**config.mk**
```make
export PLATFORM = sky130hd
export DESIGN_NAME = serial_mag_comp_ctrl
export DESIGN_NICKNAME = d
export VERILOG_FILES = /design/src/rtl/serial_mag_comp_ctrl.sv
export SDC_FILE = /design/constraint.sdc
export NUM_CORES = 1
export LEC_CHECK = 0
export CORE_MARGIN = 2
export CORE_UTILIZATION = 50
export CTS_BUF_LIST = sky130_fd_sc_hd__clkbuf_4
export DETAILED_ROUTE_END_ITERATION = 8
export DONT_BUFFER_PORTS = 1
export PLACE_DENSITY = 0.77
export RECOVER_POWER = 25
export SYNTH_ARGS = -nofsm -noshare
export SYNTH_HDL_FRONTEND = slang
export SYNTH_SLANG_ARGS = --single-unit
```
**constraint.sdc**
```tcl
create_clock -name clk -period 3.35 [get_ports clk]
set_input_delay 0.1675 -clock clk [delete_from_list [all_inputs] [get_ports clk]]
set_output_delay 0.1675 -clock clk [all_outputs]
set_load 0.02 [all_outputs]
```
**src/rtl/serial_mag_comp_ctrl.sv**
```systemverilog
// serial_mag_comp_ctrl
//
// Compares two WIDTH-bit unsigned operands by time-sharing one 4-bit
// MagnitudeComparator, one nibble per cycle, most-significant nibble first.
// Operand pairs arrive on a valid/ready input channel; the gt/lt/eq result
// leaves on a valid/ready output channel.
//
// Optional feature macro: EARLY_EXIT_EN
//   defined   - the scan stops on the first unequal nibble (latency 1..NIBBLES)
//   undefined - every nibble is always scanned and the first unequal decision
//               is held sticky (constant latency NIBBLES, data-independent)
// Result values are the same in both builds.

// Existing 4-bit magnitude comparator that the controller time-shares.
module MagnitudeComparator (
  input  logic [3:0] A,
  input  logic [3:0] B,
  output logic       AgtB,
  output logic       AltB,
  output logic       AeqB
);

  assign AgtB = (A > B);
  assign AltB = (A < B);
  assign AeqB = (A == B);

endmodule

module serial_mag_comp_ctrl #(
  parameter int WIDTH = 16
) (
  input  logic             clk,
  input  logic             rst_n,
  input  logic             in_valid,
  output logic             in_ready,
  input  logic [WIDTH-1:0] a,
  input  logic [WIDTH-1:0] b,
  output logic             out_valid,
  input  logic             out_ready,
  output logic             gt,
  output logic             lt,
  output logic             eq
);

  localparam int NIBBLES = WIDTH / 4;
  localparam int IDX_W   = (NIBBLES > 1) ? $clog2(NIBBLES) : 1;

  localparam logic [IDX_W-1:0] IDX_TOP  = IDX_W'(NIBBLES - 1);
  localparam logic [IDX_W-1:0] IDX_ZERO = '0;
  localparam logic [IDX_W-1:0] IDX_ONE  = IDX_W'(1);

`ifdef EARLY_EXIT_EN
  localparam bit EARLY_EXIT = 1'b1;
`else
  localparam bit EARLY_EXIT = 1'b0;
`endif

  localparam logic [1:0] S_IDLE    = 2'd0;
  localparam logic [1:0] S_COMPARE = 2'd1;
  localparam logic [1:0] S_DONE    = 2'd2;

  // Control state
  logic [1:0]       state_q, state_d;
  logic [IDX_W-1:0] idx_q,   idx_d;

  // Captured operands
  logic [WIDTH-1:0] a_q, a_d;
  logic [WIDTH-1:0] b_q, b_d;

  // Sticky first-unequal decision recorded during the scan
  logic             dec_q, dec_d;
  logic             sgt_q, sgt_d;
  logic             slt_q, slt_d;

  // Registered result presented in DONE and held through IDLE
  logic             gt_q, gt_d;
  logic             lt_q, lt_d;
  logic             eq_q, eq_d;

  // Nibble currently under comparison and the comparator's verdict on it
  logic [3:0]       a_nib;
  logic [3:0]       b_nib;
  logic             nib_gt;
  logic             nib_lt;
  logic             nib_eq;
  logic             scan_end;

  // Route the selected nibble of each captured operand to the comparator.
  assign a_nib = a_q[int'(idx_q) * 4 +: 4];
  assign b_nib = b_q[int'(idx_q) * 4 +: 4];

  MagnitudeComparator u_cmp (
    .A    (a_nib),
    .B    (b_nib),
    .AgtB (nib_gt),
    .AltB (nib_lt),
    .AeqB (nib_eq)
  );

  // The scan finishes on the last (least-significant) nibble, or on the
  // first unequal one when early exit is built in.
  assign scan_end = (idx_q == IDX_ZERO) || (EARLY_EXIT && !nib_eq);

  // Handshake outputs are pure decodes of the state; the result is registered.
  assign in_ready  = (state_q == S_IDLE);
  assign out_valid = (state_q == S_DONE);
  assign gt        = gt_q;
  assign lt        = lt_q;
  assign eq        = eq_q;

  // Next-state and datapath update logic.
  always_comb begin
    // NOTE: every variable gets a hold default first, so no path through the
    // case statement leaves one unassigned and no latch can be inferred.
    state_d = state_q;
    idx_d   = idx_q;
    a_d     = a_q;
    b_d     = b_q;
    dec_d   = dec_q;
    sgt_d   = sgt_q;
    slt_d   = slt_q;
    gt_d    = gt_q;
    lt_d    = lt_q;
    eq_d    = eq_q;

    case (state_q)
      S_IDLE: begin
        if (in_valid) begin
          a_d     = a;
          b_d     = b;
          idx_d   = IDX_TOP;
          dec_d   = 1'b0;
          sgt_d   = 1'b0;
          slt_d   = 1'b0;
          state_d = S_COMPARE;
        end
      end

      S_COMPARE: begin
        // Only the most-significant unequal nibble decides the ordering.
        if (!nib_eq && !dec_q) begin
          dec_d = 1'b1;
          sgt_d = nib_gt;
          slt_d = nib_lt;
        end

        if (scan_end) begin
          // Result registers change only here, on entry to DONE.
          gt_d    = sgt_d;
          lt_d    = slt_d;
          eq_d    = !dec_d;
          state_d = S_DONE;
        end else begin
          idx_d = idx_q - IDX_ONE;
        end
      end

      S_DONE: begin
        if (out_ready) begin
          state_d = S_IDLE;
        end
      end

      default: begin
        state_d = S_IDLE;
      end
    endcase
  end

  // Control and result registers with synchronous active-low reset.
  always_ff @(posedge clk) begin
    // NOTE: sequential state uses non-blocking assignments so every register
    // samples the pre-edge values, regardless of statement order.
    if (!rst_n) begin
      state_q <= S_IDLE;
      idx_q   <= IDX_ZERO;
      dec_q   <= 1'b0;
      sgt_q   <= 1'b0;
      slt_q   <= 1'b0;
      gt_q    <= 1'b0;
      lt_q    <= 1'b0;
      eq_q    <= 1'b0;
    end else begin
      state_q <= state_d;
      idx_q   <= idx_d;
      dec_q   <= dec_d;
      sgt_q   <= sgt_d;
      slt_q   <= slt_d;
      gt_q    <= gt_d;
      lt_q    <= lt_d;
      eq_q    <= eq_d;
    end
  end

  // Operand capture registers.
  always_ff @(posedge clk) begin
    // NOTE: the operand registers carry no reset; they are always written on
    // accept before COMPARE reads them, so a reset adds nothing but fan-out.
    a_q <= a_d;
    b_q <= b_d;
  end

endmodule

```
-- After elaboration in Yosys (flattened, before gate mapping)
Index checks and enable logic that the tools add are counted.
- bits in registers: 42
- output and inout port bits: 5
- word-level logic and storage cells: 49
- add/sub/neg operators: 1
- order comparisons: 2
- equality and inequality tests: 7
- shift operators: 2
- multiplexer cells: 15
- reduce and logical (&&, ||, !) cells: 12
- operators by type and width (operator ; number):
    indexed part select 16 x 5 -> 4 bit ; 2
    2-to-1 mux 2 bit ; 5
    inequality test 2 bit (second input constant) ; 3
    one-hot mux 1 bit (2 select lines) ; 3
    one-hot mux 2 bit (3 select lines) ; 1
    AND reduction 2 bit ; 3
    AND reduction 3 bit ; 2
    2-to-1 mux 1 bit ; 5
    == test 4 bit ; 1
    greater-than comparator 4 bit ; 1
    zero test 2 bit ; 2
    < comparator 4 bit ; 1
    one-hot mux 2 bit (2 select lines) ; 1
    zero test 1 bit ; 3
    == test 2 x 1 -> 1 bit (second input constant) ; 1
    == test 2 bit (second input constant) ; 1
    inequality test 2 x 1 -> 1 bit (second input constant) ; 1
    nonzero test 2 bit ; 1
    subtractor 2 x 1 -> 2 bit (second input constant) ; 1
    logical AND 1 bit ; 1

-- Logic depth before layout (Yosys ltp)
Gate-level depths: netlist of the first run.
- depth in word-level cells: 7
- gate-level depth with buffers: 8
- mapped depth without buffers: 7

-- Modules after synthesis
A second synthesis of the first run with hierarchy kept.
- cells, all modules: 110
- area total of the unflattened synthesis: 1766.7 um2
- by module, submodules not included (module ; instances ; cells an instance ; area an instance (um2) ; sequential area each (um2)):
    serial_mag_comp_ctrl ; 1 ; 94 ; 1637.8 ; 1161.1
    MagnitudeComparator ; 1 ; 16 ; 128.9 ; 0.0

-- Worst setup path before layout of the first run
No wires, ideal clock.
- path kind: register -> register
- start: reg state_q[1]
- end: reg idx_q[1]
- setup time: 0.095 ns
- arrival time: 2.386 ns
- data required time: 3.255 ns
- setup slack: 0.869 ns
- stages on the path, launching flop included: 5
- path buffers: 0
- cells stage by stage: dfxtp_1 nand2b_1 nor2_1 nor2_1 a221oi_1
- longest elaborated chain between the ends: 3
- elaborated cells between the ends (all ways): 7
- those cells by class: eq/ne (3); mux (1); reduce/logical (3)
- RTL lines (item ; line ; RTL):
    from (decl) ; 63 ; logic [1:0] state_q, state_d;
    from (signal assigned) ; 184 ; state_q <= state_d;
    == test 2 x 1 -> 1 bit / zero test 2 bit (equally long branches) ; 126 ; case (state_q)
    inequality test 2 bit (no source line) / nonzero test 2 bit (equally long branches) ; -- ;
    AND reduction 3 bit (no source line) ; -- ;
    to (signal assigned) ; 185 ; idx_q <= idx_d;
    to (decl) ; 64 ; logic [IDX_W-1:0] idx_q, idx_d;
Several ways; a longest one is shown, not always the timed one.
A chain may end at the register's enable or synchronous reset.

-- Worst setup path in the final report of the first run
- start: reg idx_q[0]
- end: reg sgt_q
- longest elaborated chain between the ends: 6
- elaborated cells between the ends (all ways): 8
- those cells by class: order compare (1); eq/ne (1); shift (2); mux (2); reduce/logical (2)
- RTL lines (item ; line ; RTL):
    branches (longest 4 deep; another with greater-than comparator 4 bit) ; -- ;
    2-to-1 mux 1 bit * ; 141 ; if (!nib_eq && !dec_q) begin
    one-hot mux 1 bit (2 select lines) * ; 126 ;
    to (signal assigned) ; 187 ; sgt_q <= sgt_d;
    to (decl) ; 72 ; logic sgt_q, sgt_d;
Mark *: on every way between the ends.

==> results.yml, run 1 <==
floorplanning:
  die_x_microns: 62.60
  io_pins: 41
  die_area_sq_um: 3918
  core_area_sq_um: 3311
  row_count: 21
  initial_core_util_pct: 51.85
  dieHeight_microns: 62.60
synthesis:
  synthesis.area_sq_um: 1717
  synth_top_area_share_pct: 55.98
  ys_types: 30
  synth_common_cells: "32 x edfxtp_1, 10 x dfxtp_1, 8 x mux4_2, 8 x nor2_1, 7 x inv_1"
  syn_inst: 106
  yosys_warnings: 0
  avgSynthCellArea_sq_um: 16.19
  async_reset_ff_share_pct: 0
  synth-seq-cells: 42
  synthTopCellsByArea: "edfxtp_1 56%, dfxtp_1 12%, mux4_2 10%"
  synth_most_common_cell: "edfxtp_1"
  synth_nets: 147
  synth.largest_area_cell: "edfxtp_1"
  yosysSeqAreaShare_pct: 67.64
  ys.flop_type: "edfxtp_1"
  synth_enable_flop_cells: 32
clock_network:
  cts_num_sinks: 42
  holdBufCountCts: 34
  post_cts_buffers: 0
  clockBufferDepth: 2
  cts_max_level: 2
  cts_made_buffers: 5
  cts_tree: "yes"
  ctsRootBufferMaster: "clkbuf_4"
  clk_latency_ns: 0.35
  cts_resized: 0
  clkSlewWorstSetupHoldPaths_ns: 0.11
setup_path:
  cp_data_required_time_ns: 3.60
  crit_type: "flip-flop to flip-flop"
  crit_arrival_ns: 2.85
  endpoint_kind: "flip-flop"
  startpoint_type: "flip-flop"
  crit_fanout: 11
sta:
  worstMarginPinSlew_ns: 0.9379
  setup_ws_ns: 0.7503
  fmax_mhz: 384.7
  skew_ns: 0.008650
  rsz0062_at_grt: "false"
  fin_crit_ns: 2.600
  setup_viol: 0
  fin_crit_sh_pct: 77.60
  timing.setup.tns_ns: 0
  slew_headroom_pct: 37.32
  slew_violations: 0
  hold_viol: 0
grt:
  grt_pass1_wl_microns: 4919
  first_global_vias: 1120
  grt_max_degree: 37
  globalRouteTotalUtil_pct: 17.03
  antenna_found_initial: 0
  grt_overflow: 0
final_layout:
  fin_util_pct: 65.53
  syn_to_final_growth_pct: 26.38
  fillers: 250
  fin_nets: 186
  multi_input_area_sq_um: 524.3
  drive_above_1_share_pct: 14.38
  diodes: 0
  regArea_sq_um: 1161
drt:
  routed_wl_microns: 3064
  dr.pass1.iters: 4
  avgViaCountPerCell: 5.328
  drc: 0
  detail_route.wl_per_cell_microns: 15.96
  ant_nets: 0
  drt_iter0_markers: 22
  vias: 1023
placement:
  portBuffers: 0
  routabilityCongestion: 0.7204
  dp_hpwl_microns: 1945
  post-place-ws_ns: 0.7608
power:
  p_per_area_nw_per_um2: 512.4
  leakagePower_nw: 0.7679
  ir_drop_uv: 332.9
  power_w: 0.001112
job:
  cap_violations: 0
worst_hold_path:
  holdCritPathClass: "input pin to flip-flop"
outcome:
  status: "finished clean"
==> final timing paths <==
check	cells past startpoint	to	startpoint	slack, ns
worst max-delay path	6	sgt_q$_SDFFE_PN0P_	idx_q[0]$_SDFFE_PN0P_	0.75
worst min-delay path	2	dec_q$_SDFFE_PN0P_	rst_n	0.04
worst max register to register	6	sgt_q$_SDFFE_PN0P_	idx_q[0]$_SDFFE_PN0P_	0.75
worst min register to register	2	lt$_SDFFE_PN0P_	slt_q$_SDFFE_PN0P_	0.53
==> worst max-delay path, stage by stage, from the launching register on <==
cell and delay, ns:
dfxtp_1 0.74, mux4_2 0.59, ha_1 0.39, a41oi_4 0.31
nor2b_4 0.21, nand3_1 0.11, o211a_1 0.15
==> stage by stage <==
| stage | cells | area [sq um] | hold slack, ns |
|---|---|---|---|
| floorplan | 106 | 1717 | 0.2664 |
| global placement | 150 | 1773 | 0.2664 |
| detailed placement | 150 | 1773 | 0.2664 |
| CTS | 192 | 2170 | 0.03781 |
| global route | 192 | 2170 | 0.04458 |
| finish | 192 | 2170 | 0.04483 |
==> registers in the layout, summed over array words and instances (netlist names) <==
| register | cells |
|---|---|
| lt | 1 |
| b_q | 16 |
| idx_q | 2 |
| dec_q | 1 |
| slt_q | 1 |
| state_q | 2 |
| sgt_q | 1 |
| gt | 1 |
| a_q | 16 |
| eq | 1 |
==> where the power goes <==
group | switching, W | internal (W)
Clock | 0.000146 | 0.0000969
Sequential | 0.0000346 | 0.000611
Combinational | 0.000107 | 0.000116
Total | 0.000288 | 0.000824
==> metal layers <==
layer | vias to the layer above | GRT usage [%] | wire, microns
met5 | - | 0 | 0
met4 | 0 | 10.83 | 82
met3 | 8 | 4.144 | 136
met2 | 34 | 30.51 | 1643
met1 | 496 | 17.76 | 1201
li1 | 485 | - | -
==> final cells by class <==
| class | count | area share [%] |
|---|---|---|
| sequential | 42 | 53.52 |
| timing repair buffer | 34 | 15.69 |
| inverter | 8 | 1.384 |
| clock inverter | 1 | 0.1730 |
| clock buffer | 7 | 2.422 |
| multi-input combinational | 54 | 24.16 |
| tap | 46 | 2.653 |
==> kinds of logic (layout without fill, tap and decap cells) <==
kind of cell / Yosys count / count (layout) / synth area share (%)
flip-flops: 42 / 42 / 67.64
AND/OR/NAND/NOR: 27 / 27 / 9.329
adder cells (fa/ha/maj): 5 / 5 / 3.644
buffers and inverters: 10 / 50 / 2.259
multiplexers: 8 / 8 / 10.50
AO/OA/AOI/OAI: 14 / 14 / 6.633
==> layout by cell type, fill, tap and decap left out, drive strengths merged <==
master and count:
dlygate4sd3 34, edfxtp 32, dfxtp 10, mux4 8, nor2 8, inv 7
clkbuf 7, a21oi 5, ha 5, nor2b 5, nand3 3, nand2b 3
clkinv 2, nand4 2, nor3 2, o21ai 2, nand3b 1, a221oi 1
nand2 1, a41oi 1, o211ai 1, o211a 1, or3 1, or2 1
a31o 1, o311ai 1, a211oi 1
No activity file was read; power rests on OpenSTA's default activity.
==> inputs of run 2 (changes only) <==
Settings changed: PLACE_DENSITY 0.77 to 0.8.
Clock period 3.35 ns to 2.12 ns, I/O delays scaled along.
==> run 2 against run 1 <==
The flow now finishes with violations (negative setup slack). Combinational power grew 120%. Worst setup slack lost 0.79 ns. Clock-buffer cell count shrank 2. Via count grew 6.5%. Cell area grew 6.8%. Clock power grew 59%. Clock skew is essentially flat. Utilization grew 4.5 points. Critical endpoint unchanged.
==> results.yml, run 2 (synthesis gave the netlist of run 1 again) <==
final_layout:
  diodes: 0
  final_cell_mix: "35 x dlygate4sd3_1, 32 x edfxtp_1, 9 x dfxtp_1"
  fin_util_pct: 69.99
  stdcell_area_sq_um: 2317
  fin_nets: 196
  syn_to_final_growth_pct: 34.99
  largestRegisters: "a_q x16, b_q x16"
  drive_above_1_share_pct: 23.72
  final_common_cell: "dlygate4sd3_1"
floorplanning:
  row_count: 21
  dieHeight_microns: 62.60
  initial_core_util_pct: 51.85
  die_area_sq_um: 3918
  io_pins: 41
  die_x_microns: 62.60
  core_area_sq_um: 3311
setup_path:
  cp_data_required_time_ns: 2.38
  crit_arrival_ns: 2.42
  worstSetupStartpoint: "idx_q[0]$_SDFFE_PN0P_"
  r2r_start: "idx_q[0]$_SDFFE_PN0P_"
  crit_fanout: 6
  endpoint_kind: "flip-flop"
  startpoint_type: "flip-flop"
  reg2reg_depth: 8
  crit_type: "flip-flop to flip-flop"
drt:
  dr.pass1.iters: 4
  avgViaCountPerCell: 5.391
  vias: 1089
  drt_iter0_markers: 16
  drc: 0
  detail_route.wl_per_cell_microns: 16.36
  ant_nets: 0
  routed_wl_microns: 3304
clock_network:
  cts_made_buffers: 5
  clk_latency_ns: 0.36
  cts_num_sinks: 42
  clkSlewWorstSetupHoldPaths_ns: 0.12
  cts_tree: "yes"
  ctsRootBufferMaster: "clkbuf_4"
  clockBufferDepth: 2
  cts_max_level: 2
power:
  p_per_area_nw_per_um2: 816.1
  p_comb_share_pct: 26.2
  clkPwrFrac_pct: 20.4
  leakagePower_nw: 0.8200
  ir_drop_uv: 608.3
  p_sw_w: 0.0005236
  seqPwrFrac_pct: 53.4
  p_sw_share_pct: 27.69
  p_int_w: 0.001367
sta:
  hold_viol: 0
  rsz0062_at_grt: "true"
  setup_viol: 2
  skew_ns: 0.008816
  fin_crit_ns: 2.155
  whs_ns: 0.3606
  setup_ws_ns: -0.03531
  fmax_mhz: 464.0
  worstMarginPinSlew_ns: 0.4540
  slew_headroom_pct: 69.67
  slew_violations: 0
  fin_crit_sh_pct: 101.7
outcome:
  status: "complete, but fails checks"
  violations: "negative setup slack"
grt:
  globalRouteTotalUtil_pct: 19.22
  grt_max_degree: 23
  grt_pass1_wl_microns: 5540
  first_global_vias: 1214
  grt_overflow: 0
  antenna_found_initial: 0
worst_hold_path:
  hold_start: "b[12]"
  holdCritPathClass: "input pin to flip-flop"
  holdPathStages: 1
placement:
  post-place-ws_ns: -0.08730
  dpl-instance-area_sq_um: 1851
  routabilityCongestion: 0.7501
  dp_hpwl_microns: 1967
  portBuffers: 0
job:
  cap_violations: 0
## run 2: path summary, 6_finish.rpt
kind | slack (ns) | endpoint
hold reg to reg | 0.52 | lt$_SDFFE_PN0P_
setup / recovery | -0.04 | sgt_q$_SDFFE_PN0P_
setup reg to reg | -0.04 | sgt_q$_SDFFE_PN0P_
hold / removal | 0.36 | b_q[12]$_DFFE_PP_
## run 2: per-stage QoR
stage | power (W) | setup TNS, ns | cells
floorplan | 0.001304 | 0 | 106
global placement | 0.001380 | -0.01470 | 156
detailed placement | 0.001399 | -0.1683 | 156
CTS | 0.001859 | -0.004089 | 201
global route | 0.001973 | -0.2768 | 202
finish | 0.001891 | -0.03603 | 202
## run 2: area by class of cell
class,count,area [sq um]
Clock inverter,3,16.27
Clock buffer,5,37.54
Timing Repair Buffer,44,434.2
Tap cell,46,57.56
Multi-Input combinational cell,54,576.8
Sequential cell,42,1165
Inverter,8,30.03
Fill cell,230,993.5
## run 2: what timing repair did
| item | CTS | global route |
|---|---|---|
| gates resized for setup | 5 | 4 |
| hold buffers | 35 | 0 |
| hold endpoints to repair | 41 | 0 |
| pin swaps | 5 | 6 |
| buffers inserted | 2 | 1 |
| endpoints found under the setup margin | 4 | 5 |
## run 2: power groups by stage
stage / Clock, W / Combinational [W] / Sequential, W
6_report: 0.000386 / 0.000495 / 0.00101
5_1_grt: 0.000420 / 0.000535 / 0.00102
4_1_cts: 0.000384 / 0.000464 / 0.00101
3_5_place_dp: 0 / 0.000371 / 0.00103
3_3_place_gp: 0 / 0.000356 / 0.00102
2_1_floorplan: 0 / 0.000294 / 0.00101
## run 2: per-layer routing
layer  share of wire, %  global-route usage [%]  vias up
li1                   -                       -      507
met1                 40                   20.92      534
met2                 51                   32.66       36
met3                5.3                   6.667       12
met4                3.1                   10.83        0
met5                  0                       0        -
## run 2: critical path, stage by stage, from the launching register on
cell	delay (ns)
dfxtp_4	0.39
buf_12	0.12
mux4_2	0.50
inv_2	0.09
ha_4	0.22
nor2b_4	0.13
o211ai_1	0.29
nand3_1	0.16
o211a_1	0.16
